**src/rtl/zuss_alu_issue_if.sv**
```systemverilog
// Request/response handshake bundle between the ZUSS decode stage, the ALU issue
// stage and writeback. The issue stage uses the slave view, its environment the master view.
interface zuss_alu_issue_if #(
    parameter int W   = 32,
    parameter int OPW = 5
);
    logic           req_valid;
    logic           req_ready;
    logic [OPW-1:0] req_op;
    logic [W-1:0]   req_a;
    logic [W-1:0]   req_b;
    logic           rsp_valid;
    logic           rsp_ready;
    logic [W-1:0]   rsp_data;
    logic [3:0]     rsp_flags;

    modport slave (
        input  req_valid, req_op, req_a, req_b, rsp_ready,
        output req_ready, rsp_valid, rsp_data, rsp_flags
    );

    modport master (
        output req_valid, req_op, req_a, req_b, rsp_ready,
        input  req_ready, rsp_valid, rsp_data, rsp_flags
    );
endinterface

```
**src/rtl/zuss_alu_issue.sv**
```systemverilog
// Sequential issue/retire wrapper around the combinational ZUSS ALU (IDLE -> EXEC -> HOLD).
// Optional ZUSS_ALU_ISSUE_STATS_EN adds saturating op/exception counters on the response side.
module zuss_alu_issue #(
    parameter int W   = 32,
    parameter int OPW = 5
) (
    input  logic           clk,
    input  logic           rst_n,
    zuss_alu_issue_if.slave bus,
    output logic [W-1:0]   alu_a,
    output logic [W-1:0]   alu_b,
    output logic [OPW-1:0] alu_op,
    input  logic [W-1:0]   alu_out
`ifdef ZUSS_ALU_ISSUE_STATS_EN
    ,
    output logic [31:0]    stat_ops,
    output logic [15:0]    stat_exc
`endif
);

    localparam logic [1:0] ST_IDLE = 2'd0;
    localparam logic [1:0] ST_EXEC = 2'd1;
    localparam logic [1:0] ST_HOLD = 2'd2;

    localparam logic [OPW-1:0] OP_DIV  = OPW'(3);
    localparam logic [OPW-1:0] OP_MOV  = OPW'(7);
    localparam logic [OPW-1:0] OP_LSL  = OPW'(8);
    localparam logic [OPW-1:0] OP_LSR  = OPW'(9);
    localparam logic [OPW-1:0] OP_LAST = OPW'(9);
    localparam logic [W-1:0]   SHIFT_LIM = W'(W);

    logic [1:0]     state_q,     state_d;
    logic [W-1:0]   alu_a_q,     alu_a_d;
    logic [W-1:0]   alu_b_q,     alu_b_d;
    logic [OPW-1:0] alu_op_q,    alu_op_d;
    logic [W-1:0]   rsp_data_q,  rsp_data_d;
    logic [3:0]     rsp_flags_q, rsp_flags_d;

    logic           req_ready_w;
    logic           rsp_valid_w;
    logic           take_req;
    logic [W-1:0]   exec_data;
    logic           exec_dz;
    logic           exec_err;
    logic [3:0]     exec_flags;

    // Exceptional operands replace whatever the ALU produced for them.
    always_comb begin
        exec_data = alu_out;
        exec_dz   = 1'b0;
        exec_err  = 1'b0;
        if (alu_op_q > OP_LAST) begin
            exec_data = '0;
            exec_err  = 1'b1;
        end else if (alu_op_q == OP_DIV && alu_b_q == '0) begin
            exec_data = '1;
            exec_dz   = 1'b1;
        end else if ((alu_op_q == OP_LSL || alu_op_q == OP_LSR) && alu_b_q >= SHIFT_LIM) begin
            exec_data = '0;
        end
    end

    assign exec_flags = {exec_err, exec_dz, exec_data[W-1], (exec_data == '0)};

    always_comb begin
        state_d     = state_q;
        alu_a_d     = alu_a_q;
        alu_b_d     = alu_b_q;
        alu_op_d    = alu_op_q;
        rsp_data_d  = rsp_data_q;
        rsp_flags_d = rsp_flags_q;
        req_ready_w = 1'b0;
        rsp_valid_w = 1'b0;
        take_req    = 1'b0;

        case (state_q)
            ST_IDLE: begin
                req_ready_w = 1'b1;
                if (bus.req_valid) begin
                    take_req = 1'b1;
                    state_d  = ST_EXEC;
                end
            end
            ST_EXEC: begin
                rsp_data_d  = exec_data;
                rsp_flags_d = exec_flags;
                state_d     = ST_HOLD;
            end
            ST_HOLD: begin
                rsp_valid_w = 1'b1;
                // A retiring result frees the stage in the same cycle, so a new op may follow it.
                req_ready_w = bus.rsp_ready;
                if (bus.rsp_ready) begin
                    take_req = bus.req_valid;
                    state_d  = bus.req_valid ? ST_EXEC : ST_IDLE;
                end
            end
            default: begin
                state_d = ST_IDLE;
            end
        endcase

        if (take_req) begin
            alu_a_d  = bus.req_a;
            alu_b_d  = bus.req_b;
            alu_op_d = bus.req_op;
        end
    end

    always_ff @(posedge clk or negedge rst_n) begin
        if (!rst_n) begin
            state_q     <= ST_IDLE;
            alu_a_q     <= '0;
            alu_b_q     <= '0;
            alu_op_q    <= OP_MOV;
            rsp_data_q  <= '0;
            rsp_flags_q <= '0;
        end else begin
            state_q     <= state_d;
            alu_a_q     <= alu_a_d;
            alu_b_q     <= alu_b_d;
            alu_op_q    <= alu_op_d;
            rsp_data_q  <= rsp_data_d;
            rsp_flags_q <= rsp_flags_d;
        end
    end

    assign bus.req_ready = req_ready_w;
    assign bus.rsp_valid = rsp_valid_w;
    assign bus.rsp_data  = rsp_data_q;
    assign bus.rsp_flags = rsp_flags_q;
    assign alu_a         = alu_a_q;
    assign alu_b         = alu_b_q;
    assign alu_op        = alu_op_q;

`ifdef ZUSS_ALU_ISSUE_STATS_EN
    logic        rsp_fire;
    logic [31:0] stat_ops_q, stat_ops_d;
    logic [15:0] stat_exc_q, stat_exc_d;

    assign rsp_fire = rsp_valid_w & bus.rsp_ready;

    // Counters stick at all-ones rather than wrapping.
    always_comb begin
        stat_ops_d = stat_ops_q;
        stat_exc_d = stat_exc_q;
        if (rsp_fire) begin
            if (stat_ops_q != '1) begin
                stat_ops_d = stat_ops_q + 32'd1;
            end
            if ((rsp_flags_q[3] | rsp_flags_q[2]) && stat_exc_q != '1) begin
                stat_exc_d = stat_exc_q + 16'd1;
            end
        end
    end

    always_ff @(posedge clk or negedge rst_n) begin
        if (!rst_n) begin
            stat_ops_q <= '0;
            stat_exc_q <= '0;
        end else begin
            stat_ops_q <= stat_ops_d;
            stat_exc_q <= stat_exc_d;
        end
    end

    assign stat_ops = stat_ops_q;
    assign stat_exc = stat_exc_q;
`endif

endmodule

```
**src/flat_wrapper.sv**
```systemverilog
// flat-port wrapper written by rule: the top's interface ports become plain ports
module zuss_alu_issue_flat 
#(
    parameter int W   = 32,
    parameter int OPW = 5
)
  (clk, rst_n, alu_a, alu_b, alu_op, alu_out, bus_req_valid, bus_req_op, bus_req_a, bus_req_b, bus_rsp_ready, bus_req_ready, bus_rsp_valid, bus_rsp_data, bus_rsp_flags);
  zuss_alu_issue_if #(.W(W), .OPW(OPW)) bus_i ();
  input  logic clk;
  input  logic rst_n;
  output logic [W-1:0] alu_a;
  output logic [W-1:0] alu_b;
  output logic [OPW-1:0] alu_op;
  input  logic [W-1:0] alu_out;
  input wire logic [$bits(bus_i.req_valid)-1:0] bus_req_valid;
  input wire logic [$bits(bus_i.req_op)-1:0] bus_req_op;
  input wire logic [$bits(bus_i.req_a)-1:0] bus_req_a;
  input wire logic [$bits(bus_i.req_b)-1:0] bus_req_b;
  input wire logic [$bits(bus_i.rsp_ready)-1:0] bus_rsp_ready;
  output wire logic [$bits(bus_i.req_ready)-1:0] bus_req_ready;
  output wire logic [$bits(bus_i.rsp_valid)-1:0] bus_rsp_valid;
  output wire logic [$bits(bus_i.rsp_data)-1:0] bus_rsp_data;
  output wire logic [$bits(bus_i.rsp_flags)-1:0] bus_rsp_flags;
  assign bus_i.req_valid = bus_req_valid;
  assign bus_i.req_op = bus_req_op;
  assign bus_i.req_a = bus_req_a;
  assign bus_i.req_b = bus_req_b;
  assign bus_i.rsp_ready = bus_rsp_ready;
  assign bus_req_ready = bus_i.req_ready;
  assign bus_rsp_valid = bus_i.rsp_valid;
  assign bus_rsp_data = bus_i.rsp_data;
  assign bus_rsp_flags = bus_i.rsp_flags;
  zuss_alu_issue #(.W(W), .OPW(OPW)) u_core (.clk(clk), .rst_n(rst_n), .bus(bus_i), .alu_a(alu_a), .alu_b(alu_b), .alu_op(alu_op), .alu_out(alu_out));
endmodule
```
**config.mk**
```make
export PLATFORM = sky130hd
export DESIGN_NAME = zuss_alu_issue_flat
export DESIGN_NICKNAME = d
export VERILOG_FILES = /design/src/rtl/zuss_alu_issue_if.sv /design/src/rtl/zuss_alu_issue.sv /design/src/flat_wrapper.sv
export SDC_FILE = /design/constraint.sdc
export NUM_CORES = 1
export LEC_CHECK = 0
export ABC_AREA = 1
export BUFFER_PORTS_ARGS = -buffer_cell sky130_fd_sc_hd__buf_4
export CAP_MARGIN = 20
export CORE_ASPECT_RATIO = 1.75
export CORE_MARGIN = 2
export CORE_UTILIZATION = 51
export DETAILED_ROUTE_END_ITERATION = 8
export GPL_ROUTABILITY_DRIVEN = 0
export PLACE_DENSITY_LB_ADDON = 0.25
export SLEW_MARGIN = 20
export SYNTH_ARGS = -nofsm -noshare
export SYNTH_HDL_FRONTEND = slang
export SYNTH_SLANG_ARGS = --single-unit
```
**constraint.sdc**
```tcl
create_clock -name clk -period 3.49 [get_ports clk]
set_input_delay 0.698 -clock clk [delete_from_list [all_inputs] [get_ports clk]]
set_output_delay 0.698 -clock clk [all_outputs]
set_load 0.1 [all_outputs]
```
# Word-level counts from Yosys, hierarchy flattened
# Index checks and enable logic that the tools add are counted.
# word_totals
input_bits	105
reg_bits	107
output_inout_bits	107
elab_cells	37
# classes
reduce_logical	7
n_eq_ne	7
n_mux	15
magnitude_cmp	2
# ops
operator	n
$mux W32	3
$logic_not A32 Y1	2
$ge A32 B6 Y1 const B	1
$eq A5 B4 Y1 const B	2
$mux W1	7
$pmux W2 S3	1
$eq A5 B2 Y1 const B	1
$gt A5 B4 Y1 const B	1
$mux W2	2
$ne A2 B2 Y1 const B	2
$pmux W1 S2	2
$eq A2 B1 Y1 const B	1
$eq A2 B2 Y1 const B	1
$logic_and A1 B1 Y1	2
$logic_not A2 Y1	1
$reduce_and A2 Y1	1
$logic_or A1 B1 Y1	1

# Depth between registers and ports, before layout
# depth
word_depth	7
mapped_depth	13
depth_no_buf	12

# Worst setup path after synthesis
# No wires, ideal clock.
# synth_timing
kind	input-to-reg
from	input port bus_rsp_ready
to	register u_core.alu_b_q[5], in the netlist u_core.alu_b[5]
arrival_ns	3.108
stages	8
setup_time_ns	0.068
required_ns	3.422
setup_slack_ns	0.314
n_path_buf	2
cell_sequence	nor2_1 nor2_1 nand2_1 inv_2 buf_2 buf_4 nand2_1 nand2_1
# synth_between
elab_chain_len	2
# synth_lines
item	line_no	source
from (decl)	flat_wrapper.sv:19	input wire logic [$bits(bus_i.rsp_ready)-1:0] bus_rsp_ready;
$mux W1	zuss_alu_issue.sv:93	if (bus.rsp_ready) begin
$pmux W1 S2	zuss_alu_issue.sv:76	case (state_q)
to (signal assigned)	zuss_alu_issue.sv:121	alu_b_q <= alu_b_d;
to (decl)	zuss_alu_issue.sv:34	logic [W-1:0] alu_b_q, alu_b_d;
# No other way between the ends.
# A chain may end at the register's enable or synchronous reset.

# Final worst setup path
# layout_timing
from	register u_core.alu_b_q[18], in the netlist u_core.alu_b[18]
to	register u_core.rsp_flags_q[0], in the netlist u_core.bus.rsp_flags[0]
# layout_between
elab_chain_len	6
elab_cells_between_ends	8
cone_classes	order compare: 1; mux: 3; reduce/logical: 4
# layout_lines
item	line_no	source
$ge A32 B6 Y1	zuss_alu_issue.sv:58	end else if ((alu_op_q == OP_LSL || alu_op_q == OP_LSR) && alu_b_q >= SHIFT_LIM) begin
$logic_and A1 B1 Y1	zuss_alu_issue.sv:58	
$mux W32	zuss_alu_issue.sv:58	
$mux W32 *	zuss_alu_issue.sv:55	end else if (alu_op_q == OP_DIV && alu_b_q == '0) begin
$mux W32 *	zuss_alu_issue.sv:52	if (alu_op_q > OP_LAST) begin
$logic_not A32 Y1 *	zuss_alu_issue.sv:63	assign exec_flags = {exec_err, exec_dz, exec_data[W-1], (exec_data == '0)};
to (signal assigned)	zuss_alu_issue.sv:124	rsp_flags_q <= rsp_flags_d;
to (decl)	zuss_alu_issue.sv:37	logic [3:0] rsp_flags_q, rsp_flags_d;
# Every way passes the cells marked *; elsewhere a longest branch is shown, timed or not.

==> impl_metrics.csv <==
group,metric,value,unit
min_path,worstHoldPathType,"primary input to async pin",
floorplanning,core.rowCount,46,
floorplanning,die_area,9870,um2
floorplanning,die-width,75.96,um
clocking,postCtsSetupRepairBufs,0,
detailed_routing,post_drt_wl_per_cell,14.21,um
worst_setup_path,crit_type,"flip-flop to flip-flop",
yosys,yosysWarningCount,0,
timing,setup_viol_count_final,0,
final_layout,antenna_cells_inserted,0,
grt,antenna_violations_before_repair,0,
power_and_ir_drop,leakage,3.753,nW
worst_setup_path,crit_path_end_kind,"flip-flop",
yosys,syn_avg_cell_area,8.010,um2
place,dpl_cell_area,6240,um2
clocking,clock_slew_seen_by_the_registers_of_the_worst_setup_and_hold_paths,0.07,ns
clocking,clk_path_buf_depth,2,
clocking,cts_root_buffer,"sky130_fd_sc_hd__clkbuf_16",
timing,fmaxAchievable,437.6,MHz
grt,grt_overflow,0,
clocking,worstSkewPairLatency,0.34,ns
timing,timing_worst_slew_pin_value,0.6433,ns
outcome,status,"finished, final reports clean",
timing,worst_clock_skew,0.007915,ns
grt,global_route_wire_length_before_repair,20040,um
floorplanning,boundaryPins,212,
timing,unrepaired_setup_endpoints_after_global_routing,"no",
place,io_buffers,211,
timing,final_min_period_over_clock_period,0.6548,
final_layout,syn2layout_area_growth,43.42,%
worst_setup_path,register_to_register_path_depth,12,
clocking,tritoncts_clock_tree,"built",
power_and_ir_drop,intPower,3.199,mW
timing,final_max_slew_viol_count,0,
final_layout,finish.instance_area,6629,um2
flow_run,cap_violations,0,
detailed_routing,routed_via_density,4.899,
detailed_routing,vias,4404,
clocking,htree_num_levels,3,
timing,period_needed,2.285,ns
floorplanning,initial_util,0.5181,
power_and_ir_drop,switching_power,3.980,mW
place,dp.final_hpwl,9589,um
yosys,synth_area,4622,um2
timing,tns,0,ns
worst_setup_path,crit_path_launch_type,"flip-flop",
power_and_ir_drop,peakVddDrop,610.1,uV
final_layout,layout-drive-gt1-share,0.3158,
detailed_routing,final_antenna_violating_net_count,0,
detailed_routing,detail_route.wirelength,12780,um
grt,number_of_global_route_vias_before_repair,4260,
yosys,yosysSeqAreaShare,0.5747,
yosys,synth.net_count,682,
floorplanning,die_height,129.9,um
yosys,postSynthRegisterBits,106,
power_and_ir_drop,clkPwrFrac,0.180,
yosys,post_synth_inst_count,577,
grt,overall_global_routing_usage,0.2561,
power_and_ir_drop,power.density_cell_area,1083,nW/um2
power_and_ir_drop,power_frac_seq,0.254,
timing,final-hold-violation-count,0,
power_and_ir_drop,combPwrFrac,0.566,
grt,grt_start_max_net_pins,63,
clocking,cts_sinks,106,
clocking,cts_buffers,9,
clocking,post_cts_hold_buffer_count,0,
worst_setup_path,worstPathArrival,2.51,ns
power_and_ir_drop,swShare,0.5544,
worst_setup_path,required_time_of_the_critical_path,3.72,ns
final_layout,fin_nets,880,
detailed_routing,drc,0,
timing,timing.slew.headroom,0.5711,
detailed_routing,firstDrtPassIters,5,
clocking,cts_resized,0,
yosys,ys_types,21,
floorplanning,fp.coreArea,8921,um2
worst_setup_path,timing.critical_path.fanout_max,30,
detailed_routing,drtIter0Drc,243,
[critical path, stage by stage (launching register included)]
cell	delay, ns
sky130_fd_sc_hd__dfrtp_1	0.40
sky130_fd_sc_hd__nor2_1	0.13
sky130_fd_sc_hd__nand2_1	0.08
sky130_fd_sc_hd__nor2_1	0.13
sky130_fd_sc_hd__nand2_1	0.12
sky130_fd_sc_hd__inv_1	0.08
sky130_fd_sc_hd__nand3_2	0.43
sky130_fd_sc_hd__nand2_1	0.23
sky130_fd_sc_hd__o21ai_0	0.22
sky130_fd_sc_hd__nand3_1	0.18
sky130_fd_sc_hd__nor2_1	0.05
sky130_fd_sc_hd__nand3_1	0.07
sky130_fd_sc_hd__nand2_1	0.05
[layout make-up]
type,instances,area [um2]
flip-flops and latches,106,2656
fillers,674,2292
multi-input cells,399,1638
repair buffers,216,1634
clock buffers,10,239.0
inverters,43,161.4
clock inverters,5,150.1
well taps,120,150.1
[registers in the layout, indices dropped and copies added, names as in the netlist]
name / count
u_core.alu_a: 32
u_core.alu_b: 32
u_core.bus.rsp_data: 31
u_core.alu_op: 5
u_core.bus.rsp_flags: 4
u_core.state_q: 2
[power groups by stage]
stage	logic, mW	registers [mW]	clock network, mW
3_3_place_gp	4.03	1.82	0
4_1_cts	4.08	1.82	1.31
2_1_floorplan	0.682	4.33	0
5_1_grt	4.21	1.86	1.35
6_report	4.06	1.82	1.29
3_5_place_dp	4.07	1.83	0
[through the flow]
step	std cells	total power, mW	util	worst slack, ns	hold WS, ns
after floorplan	577	5.014	-	0.3143	0.4024
after global placement	884	5.850	0.6994	1.324	0.4639
after detailed placement	884	5.908	0.6994	1.279	0.4661
after CTS	899	7.209	0.7431	1.245	0.3894
after global routing	899	7.425	0.7431	1.058	0.4202
final	899	7.179	0.7431	1.205	0.3740
[cell usage in the layout (no fill, tap or decap), drive strengths merged]
cell type	instances
nand2	294
a21oi	3
nand4	1
buf	216
nor2	31
dfstp	3
nand3	11
a22o	1
clkbuf	10
o21ai	57
dfrtp	103
inv	43
bufinv	5
nor3	1
[cells in the mapped netlist]
master	count	area share
sky130_fd_sc_hd__inv_2	3	0.0024
sky130_fd_sc_hd__inv_1	40	0.032
sky130_fd_sc_hd__buf_4	6	0.0097
sky130_fd_sc_hd__a21oi_1	3	0.0032
sky130_fd_sc_hd__clkbuf_1	16	0.013
sky130_fd_sc_hd__nand3_1	10	0.011
sky130_fd_sc_hd__nor2_8	1	0.0043
sky130_fd_sc_hd__nor3_2	1	0.0022
sky130_fd_sc_hd__nand4_1	1	0.0014
sky130_fd_sc_hd__dfstp_2	3	0.017
sky130_fd_sc_hd__o21ai_0	31	0.034
sky130_fd_sc_hd__buf_2	2	0.0022
sky130_fd_sc_hd__nand3_2	1	0.0022
sky130_fd_sc_hd__a22o_1	1	0.0019
sky130_fd_sc_hd__o21ai_2	1	0.0019
sky130_fd_sc_hd__nand2_1	294	0.24
sky130_fd_sc_hd__o21ai_1	25	0.027
sky130_fd_sc_hd__nor2_2	3	0.0041
sky130_fd_sc_hd__nor2_1	27	0.022
sky130_fd_sc_hd__dfrtp_1	103	0.56
sky130_fd_sc_hd__buf_6	5	0.012
[path summary, 6_finish.rpt]
path,slack (ns),start,endpoint
setup / recovery,1.20,u_core.alu_b[18]$_DFFE_PN0P_,u_core.bus.rsp_flags[0]$_DFFE_PN0N_
hold / removal,0.37,rst_n,u_core.bus.rsp_data[11]$_DFFE_PN0N_
setup reg to reg,1.20,u_core.alu_b[18]$_DFFE_PN0P_,u_core.bus.rsp_flags[0]$_DFFE_PN0N_
hold reg to reg,0.48,u_core.alu_a[16]$_DFFE_PN0P_,u_core.alu_a[16]$_DFFE_PN0P_
max in group asynchronous,2.33,rst_n,u_core.alu_op[1]$_DFFE_PN1P_
min in group clk,0.48,u_core.alu_a[16]$_DFFE_PN0P_,u_core.alu_a[16]$_DFFE_PN0P_
[cells by family after synthesis]
family,share of synthesized area
and+or+nand+nor,0.2856
DFF,0.5747
buffers and inverters,0.07201
AOI/OAI and AO/OA,0.06768
[routing by layer]
layer  track usage  up-vias  part of all wire
li1              -     2145                 -
met1        0.2821     2043              0.35
met2        0.4674      188              0.55
met3       0.06017       28             0.071
met4        0.1241        0             0.027
met5             0        -                 0
No activity file was read; power rests on OpenSTA's default activity.
